## src/rtl/fifo_serializer_pkg.sv

```systemverilog
// Shared types and sizing helpers for the FIFO-to-serial converter.
// FIFO_SERIALIZER_PARITY_EN appends an odd-parity bit after each word.
package fifo_serializer_pkg;

  typedef enum logic [1:0] {IDLE, POP, LOAD, SHIFT} state_t;

  function automatic int nbits(input int width);
`ifdef FIFO_SERIALIZER_PARITY_EN
    return width + 1;
`else
    return width;
`endif
  endfunction

endpackage

```

## src/rtl/fifo_serializer_if.sv

```systemverilog
// FIFO read port plus serial link handshake and status, seen from the serializer (master).
interface fifo_serializer_if #(parameter int WIDTH = 16);
  logic             fifo_empty;
  logic [WIDTH-1:0] fifo_data_out;
  logic             fifo_read;
  logic             ser_ready;
  logic             ser_valid;
  logic             ser_out;
  logic             ser_start;
  logic             busy;
  logic [15:0]      words_sent;

  modport master (
    input  fifo_empty, fifo_data_out, ser_ready,
    output fifo_read, ser_valid, ser_out, ser_start, busy, words_sent
  );

  modport slave (
    output fifo_empty, fifo_data_out, ser_ready,
    input  fifo_read, ser_valid, ser_out, ser_start, busy, words_sent
  );
endinterface

```

## src/rtl/fifo_serializer_piso_shift.sv

```systemverilog
// Parallel-load, shift-left register; zero fills the LSB and load wins over shift.
module piso_shift #(
  parameter int W = 16
) (
  input  logic         clk,
  input  logic         rst,
  input  logic         load,
  input  logic         shift,
  input  logic [W-1:0] d,
  output logic         msb
);
  logic [W-1:0] r_sreg;

  always_ff @(posedge clk or negedge rst) begin
    if (!rst)       r_sreg <= '0;
    else if (load)  r_sreg <= d;
    else if (shift) r_sreg <= {r_sreg[W-2:0], 1'b0};
  end

  assign msb = r_sreg[W-1];
endmodule

```

## src/rtl/fifo_serializer.sv

```systemverilog
// Pops words from a FIFO and shifts them out MSB-first over a valid/ready serial link.
// Optional trailing odd-parity bit under FIFO_SERIALIZER_PARITY_EN.
module fifo_serializer
  import fifo_serializer_pkg::*;
#(
  parameter int WIDTH = 16
) (
  input logic                clk,
  input logic                rst,
  fifo_serializer_if.master  bus
);
  localparam int            NBITS = nbits(WIDTH);
  localparam int            CW    = $clog2(WIDTH + 1);
  localparam logic [CW-1:0] LAST  = CW'(NBITS - 1);

  state_t           r_state, w_next;
  logic [CW-1:0]    r_bit_cnt;
  logic [15:0]      r_words_sent;
  logic [NBITS-1:0] w_load_word;
  logic             w_load, w_shift, w_msb, w_done;

`ifdef FIFO_SERIALIZER_PARITY_EN
  assign w_load_word = {bus.fifo_data_out, ~^bus.fifo_data_out};
`else
  assign w_load_word = bus.fifo_data_out;
`endif

  assign w_load  = (r_state == LOAD);
  assign w_shift = (r_state == SHIFT) && bus.ser_ready;
  assign w_done  = w_shift && (r_bit_cnt == '0);

  always_ff @(posedge clk or negedge rst) begin
    if (!rst) r_state <= IDLE;
    else      r_state <= w_next;
  end

  always_comb begin
    w_next = r_state;
    case (r_state)
      IDLE:    if (!bus.fifo_empty) w_next = POP;
      POP:     w_next = LOAD;
      LOAD:    w_next = SHIFT;
      SHIFT:   if (w_done) w_next = IDLE;
      default: w_next = IDLE;
    endcase
  end

  always_ff @(posedge clk or negedge rst) begin
    if (!rst) begin
      r_bit_cnt    <= '0;
      r_words_sent <= '0;
    end else begin
      if (w_load)       r_bit_cnt <= LAST;
      else if (w_shift) r_bit_cnt <= r_bit_cnt - 1'b1;
      if (w_done)       r_words_sent <= r_words_sent + 16'd1;
    end
  end

  piso_shift #(.W(NBITS)) u_piso (
    .clk   (clk),
    .rst   (rst),
    .load  (w_load),
    .shift (w_shift),
    .d     (w_load_word),
    .msb   (w_msb)
  );

  // Pop is combinational off the empty flag; gating with rst keeps it low during reset.
  assign bus.fifo_read  = rst && (r_state == IDLE) && !bus.fifo_empty;
  assign bus.ser_valid  = (r_state == SHIFT);
  assign bus.ser_out    = (r_state == SHIFT) && w_msb;
  assign bus.ser_start  = (r_state == SHIFT) && (r_bit_cnt == LAST);
  assign bus.busy       = (r_state != IDLE);
  assign bus.words_sent = r_words_sent;
endmodule

```

## src/flat_wrapper.sv

```systemverilog
// flat-port wrapper written by rule: the top's interface ports become plain ports
module fifo_serializer_flat import fifo_serializer_pkg::*;
#(
  parameter int WIDTH = 16
)
  (clk, rst, bus_fifo_empty, bus_fifo_data_out, bus_ser_ready, bus_fifo_read, bus_ser_valid, bus_ser_out, bus_ser_start, bus_busy, bus_words_sent);
  fifo_serializer_if #(.WIDTH(WIDTH)) bus_i ();
  input logic clk;
  input logic rst;
  input wire logic [$bits(bus_i.fifo_empty)-1:0] bus_fifo_empty;
  input wire logic [$bits(bus_i.fifo_data_out)-1:0] bus_fifo_data_out;
  input wire logic [$bits(bus_i.ser_ready)-1:0] bus_ser_ready;
  output wire logic [$bits(bus_i.fifo_read)-1:0] bus_fifo_read;
  output wire logic [$bits(bus_i.ser_valid)-1:0] bus_ser_valid;
  output wire logic [$bits(bus_i.ser_out)-1:0] bus_ser_out;
  output wire logic [$bits(bus_i.ser_start)-1:0] bus_ser_start;
  output wire logic [$bits(bus_i.busy)-1:0] bus_busy;
  output wire logic [$bits(bus_i.words_sent)-1:0] bus_words_sent;
  assign bus_i.fifo_empty = bus_fifo_empty;
  assign bus_i.fifo_data_out = bus_fifo_data_out;
  assign bus_i.ser_ready = bus_ser_ready;
  assign bus_fifo_read = bus_i.fifo_read;
  assign bus_ser_valid = bus_i.ser_valid;
  assign bus_ser_out = bus_i.ser_out;
  assign bus_ser_start = bus_i.ser_start;
  assign bus_busy = bus_i.busy;
  assign bus_words_sent = bus_i.words_sent;
  fifo_serializer #(.WIDTH(WIDTH)) u_core (.clk(clk), .rst(rst), .bus(bus_i));
endmodule
```

## config.mk

```make
export PLATFORM = sky130hd
export DESIGN_NAME = fifo_serializer_flat
export DESIGN_NICKNAME = d
export VERILOG_FILES = /design/src/rtl/fifo_serializer_pkg.sv /design/src/rtl/fifo_serializer_if.sv /design/src/rtl/fifo_serializer_piso_shift.sv /design/src/rtl/fifo_serializer.sv /design/src/flat_wrapper.sv
export SDC_FILE = /design/constraint.sdc
export NUM_CORES = 1
export LEC_CHECK = 0
export CAP_MARGIN = 5
export CELL_PAD_IN_SITES_DETAIL_PLACEMENT = 0
export CELL_PAD_IN_SITES_GLOBAL_PLACEMENT = 2
export CORE_ASPECT_RATIO = 0.5
export CORE_MARGIN = 2
export CORE_UTILIZATION = 31
export DETAILED_ROUTE_END_ITERATION = 16
export PLACE_DENSITY = 0.8
export REMOVE_ABC_BUFFERS = 1
export SLEW_MARGIN = 20
export SYNTH_ARGS = -nofsm -noshare
export SYNTH_HDL_FRONTEND = slang
export SYNTH_SLANG_ARGS = --single-unit
```

## constraint.sdc

```tcl
create_clock -name clk -period 2.3 [get_ports clk]
set_input_delay 0.46 -clock clk [delete_from_list [all_inputs] [get_ports clk]]
set_output_delay 0.46 -clock clk [all_outputs]
set_load 0.03 [all_outputs]
```

==> results by group, run 1 <==
Status
  – Status: finished clean

Die
  – Core ar.: 0.00563 mm2
  – Top Ports: 41
  – FP Rows: 19
  – Initial Utilization: 33.1%
  – Die area: 0.00669 mm2
  – Die Ht: 58.8 um
  – Die Width: 114 um

CTS
  – CTS tree: yes
  – Total CTS buffers: 5
  – H-tree depth: 2
  – Reg clk slew, reported paths: 0.06 ns
  – Sinks on the clock net: 39
  – Post-CTS Hold Fix Bufs: 0
  – Root buffer cell: clkbuf_16
  – Clk Latency, worst-skew pair: 0.28 ns
  – CTS Buffer Depth: 2

Synth
  – Mapped cell area: 0.00186 mm2
  – Primary FF master, synth: dfrtp_1
  – Top cells by area, synth: dfrtp_1 52%, mux2i_1 8.6%, xnor2_1 7.5%
  – Synth cell count leaders: 39 x dfrtp_1, 27 x nand2_1, 17 x o21ai_0
  – Cell with the most instances after synthesis: dfrtp_1
  – Post-synth cell types: 27
  – Seq/Total Area, Yosys: 52.3%
  – FFs w/ async S/R, synth: 100%
  – YS warnings: 0
  – Post-synth EDFFs: 0
  – Synth area leader: dfrtp_1
  – Number of synthesized register bits: 39
  – Yosys top cell area share: 52.3%
  – Synth Area per Inst: 10.6 um2
  – Syn Inst Count: 176

Routing
  – Top layer in use: met4
  – M1 WL: 1.94 mm
  – Routed wl met3: 158 um
  – Initial drt markers: 25
  – Vias: 1364
  – 1st-pass router iterations: 4
  – Post-Route WL: 3.71 mm
  – DRC Markers: 0
  – Via density: 4.59
  – Detailed-routed wire length on met2: 1.58 mm
  – Final antenna-violating net count: 0
  – Routed len/inst: 12.5 um

Final layout
  – Fill count: 571
  – Antenna cells: 0
  – Area Growth Syn to Fin: 34.8%
  – Layout cells sized above 1: 8.04%
  – Finished Cell Area: 0.00251 mm2
  – Layout net count: 250

Timing
  – Final Max Tran Viols: 0
  – Setup Viol. Count Final: 0
  – Fmax: 456 MHz
  – Worst slew pin tran: 0.492 ns
  – Post-route setup TNS: 0 ns
  – Relative slew slack: 67.2%
  – Final Cycle Share: 95.3%
  – Final Hold Fails: 0
  – Max Clock Skew: 0.00545 ns
  – RSZ-0062 raised after global routing: no
  – Final min period: 2.19 ns

Critical path
  – CP Capture Type: register
  – Crit path cell chain: inv_1, ha_1, or3b_1, or3_4, a22o_1, mux2_4
  – Worst setup SP type: register
  – CP bufs+invs: 1
  – WP data arrival: 2.35 ns
  – CP delay by family, top: simple AND/OR/NAND/NOR gates
  – Max Fanout on Critical Path: 6
  – Worst Path Required: 2.46 ns
  – Worst stage delay on the critical path: 0.44 ns
  – Crit-path slowest cell: or3b_1
  – Path type of the worst setup path: register to register

Worst hold path
  – Hold WC Path Type: primary input to asynchronous set/reset pin

Power
  – Pwr dens: 970 mW/mm2
  – Final Power: 2.44 mW
  – Leakage: 1.17 nW
  – VDD IR-drop max: 0.324 mV

GRT
  – Global-route wire length before repair: 6.22 mm
  – GRT overflow: 0
  – Largest net degree at the start of global routing: 40
  – GR Util All Layers: 12.1%
  – Vias in the first global route: 1311
  – Antenna violations before repair: 0

Place
  – Final Wtd Congestion: 0.723
  – Hpwl dp: 2.63 mm
  – Placed cell area: 0.00237 mm2
  – PortBufs: 40

Flow run
  – Max-cap viol count: 0
## worst register-to-register path: cells and delay by family (launching register included)
family | cells | cell delay, ns
AOI/OAI and AO/OA | 1 | 0.24
adders and majority gates | 1 | 0.17
buffers and inverters | 1 | 0.11
DFF | 1 | 0.39
muxes | 1 | 0.31
and+or+nand+nor | 2 | 0.87
## final timing paths
| check | endpoint | slack, ns | startpoint | depth (start not counted) |
|---|---|---|---|---|
| max | u_core.r_state[1]$_DFFE_PN0P_ | 0.11 | u_core.r_bit_cnt[0]$_DFFE_PN0P_ | 6 |
| min | u_core.bus.words_sent[13]$_DFFE_PN0P_ | 0.30 | rst | 2 |
| max reg2reg | u_core.r_state[1]$_DFFE_PN0P_ | 0.11 | u_core.r_bit_cnt[0]$_DFFE_PN0P_ | 6 |
| min reg2reg | u_core.bus.words_sent[15]$_DFFE_PN0P_ | 0.48 | u_core.bus.words_sent[15]$_DFFE_PN0P_ | 1 |
| max in group asynchronous | u_core.bus.words_sent[7]$_DFFE_PN0P_ | 1.66 | rst | 2 |
| min in group clk | u_core.bus.words_sent[15]$_DFFE_PN0P_ | 0.48 | u_core.bus.words_sent[15]$_DFFE_PN0P_ | 1 |
## layer usage
metal	global-route usage [%]	vias to the layer above
li1	-	696
met1	16.2	636
met2	19.1	28
met3	3.81	4
met4	4.18	0
met5	0	-
## cells in the final DEF (no fill, tap or decap)
| cell | n |
|---|---|
| mux2i_1 | 16 |
| o21ai_0 | 17 |
| nor3b_1 | 1 |
| nor4_1 | 4 |
| nand2_1 | 27 |
| mux2_4 | 1 |
| dlymetal6s2s_1 | 1 |
| and2_1 | 1 |
| buf_4 | 8 |
| buf_2 | 1 |
| mux2_2 | 1 |
| dfrtp_1 | 39 |
| xnor2_1 | 16 |
| or3b_1 | 1 |
| dlygate4sd2_1 | 1 |
| nor3_1 | 4 |
| nand2b_1 | 3 |
| a211o_1 | 1 |
| clkinv_2 | 1 |
| inv_1 | 6 |
| and3_1 | 3 |
| clkdlybuf4s50_1 | 36 |
| nand3_1 | 7 |
| xor2_1 | 2 |
| clkbuf_16 | 5 |
| a22o_1 | 1 |
| a21oi_1 | 1 |
| or3_4 | 1 |
| nor2_1 | 4 |
| ha_1 | 7 |
| clkbuf_1 | 2 |
| nand4_1 | 5 |
## cell families (layout without fill, tap and decap cells)
group           after synthesis  in the layout  synth area share, %
mux                          18             18                 10.0
flops                        39             39                 52.3
fa+ha+maj                     7              7                 4.70
simple gates                 61             61                 16.0
buf+inv                      13             61                 2.68
compound gates               20             20                 5.77
xor+xnor                     18             18                 8.46
## through the flow
stage | setup WS (ns) | utilization (%) | std cells | hold slack (ns)
floorplan | -0.303 | - | 169 | 0.164
global placement | 0.191 | 42.1 | 289 | 0.462
detailed placement | 0.127 | 42.1 | 289 | 0.471
CTS | 0.0187 | 44.5 | 297 | 0.326
global route | 0.0138 | 44.6 | 297 | 0.337
finish | 0.108 | 44.6 | 297 | 0.300
## flip-flops by register name, summed over array words and instances (netlist names)
| signal | cells |
|---|---|
| u_core.u_piso.r_sreg | 16 |
| u_core.bus.words_sent | 16 |
| u_core.r_state | 2 |
| u_core.r_bit_cnt | 5 |
## power breakdown
group | switching [mW] | leakage (nW) | internal, mW | total, mW
logic | 0.451 | 0.607 | 0.369 | 0.821
clock network | 0.252 | 0.0679 | 0.400 | 0.652
registers | 0.0977 | 0.496 | 0.868 | 0.965
total | 0.801 | 1.17 | 1.64 | 2.44
## area by class of cell
class                      instances  area (um2)  area share, %
inverter                           6        22.5          0.896
clock buffer                       7         133           5.28
sequential                        39         976           38.8
clock inverter                     1        5.00          0.199
timing repair buffer              47         447           17.8
tap                               73        91.3           3.64
multi-input combinational        124         838           33.4
## timing repair
item / in CTS / in global routing
setup endpoints to repair: 1 / 1
gates cloned: 0 / 0
hold endpoints to repair: 0 / 0
setup buffers: 0 / 0
resized for setup: 1 / 1
Power figures use the tool's default switching activity.
==> inputs of run 2 (changes only) <==
CTS_CLUSTER_DIAMETER = 120   (was not set)
==> results of run 2 <==
No change in the layout: final DEF, timing and power equal those of run 1.
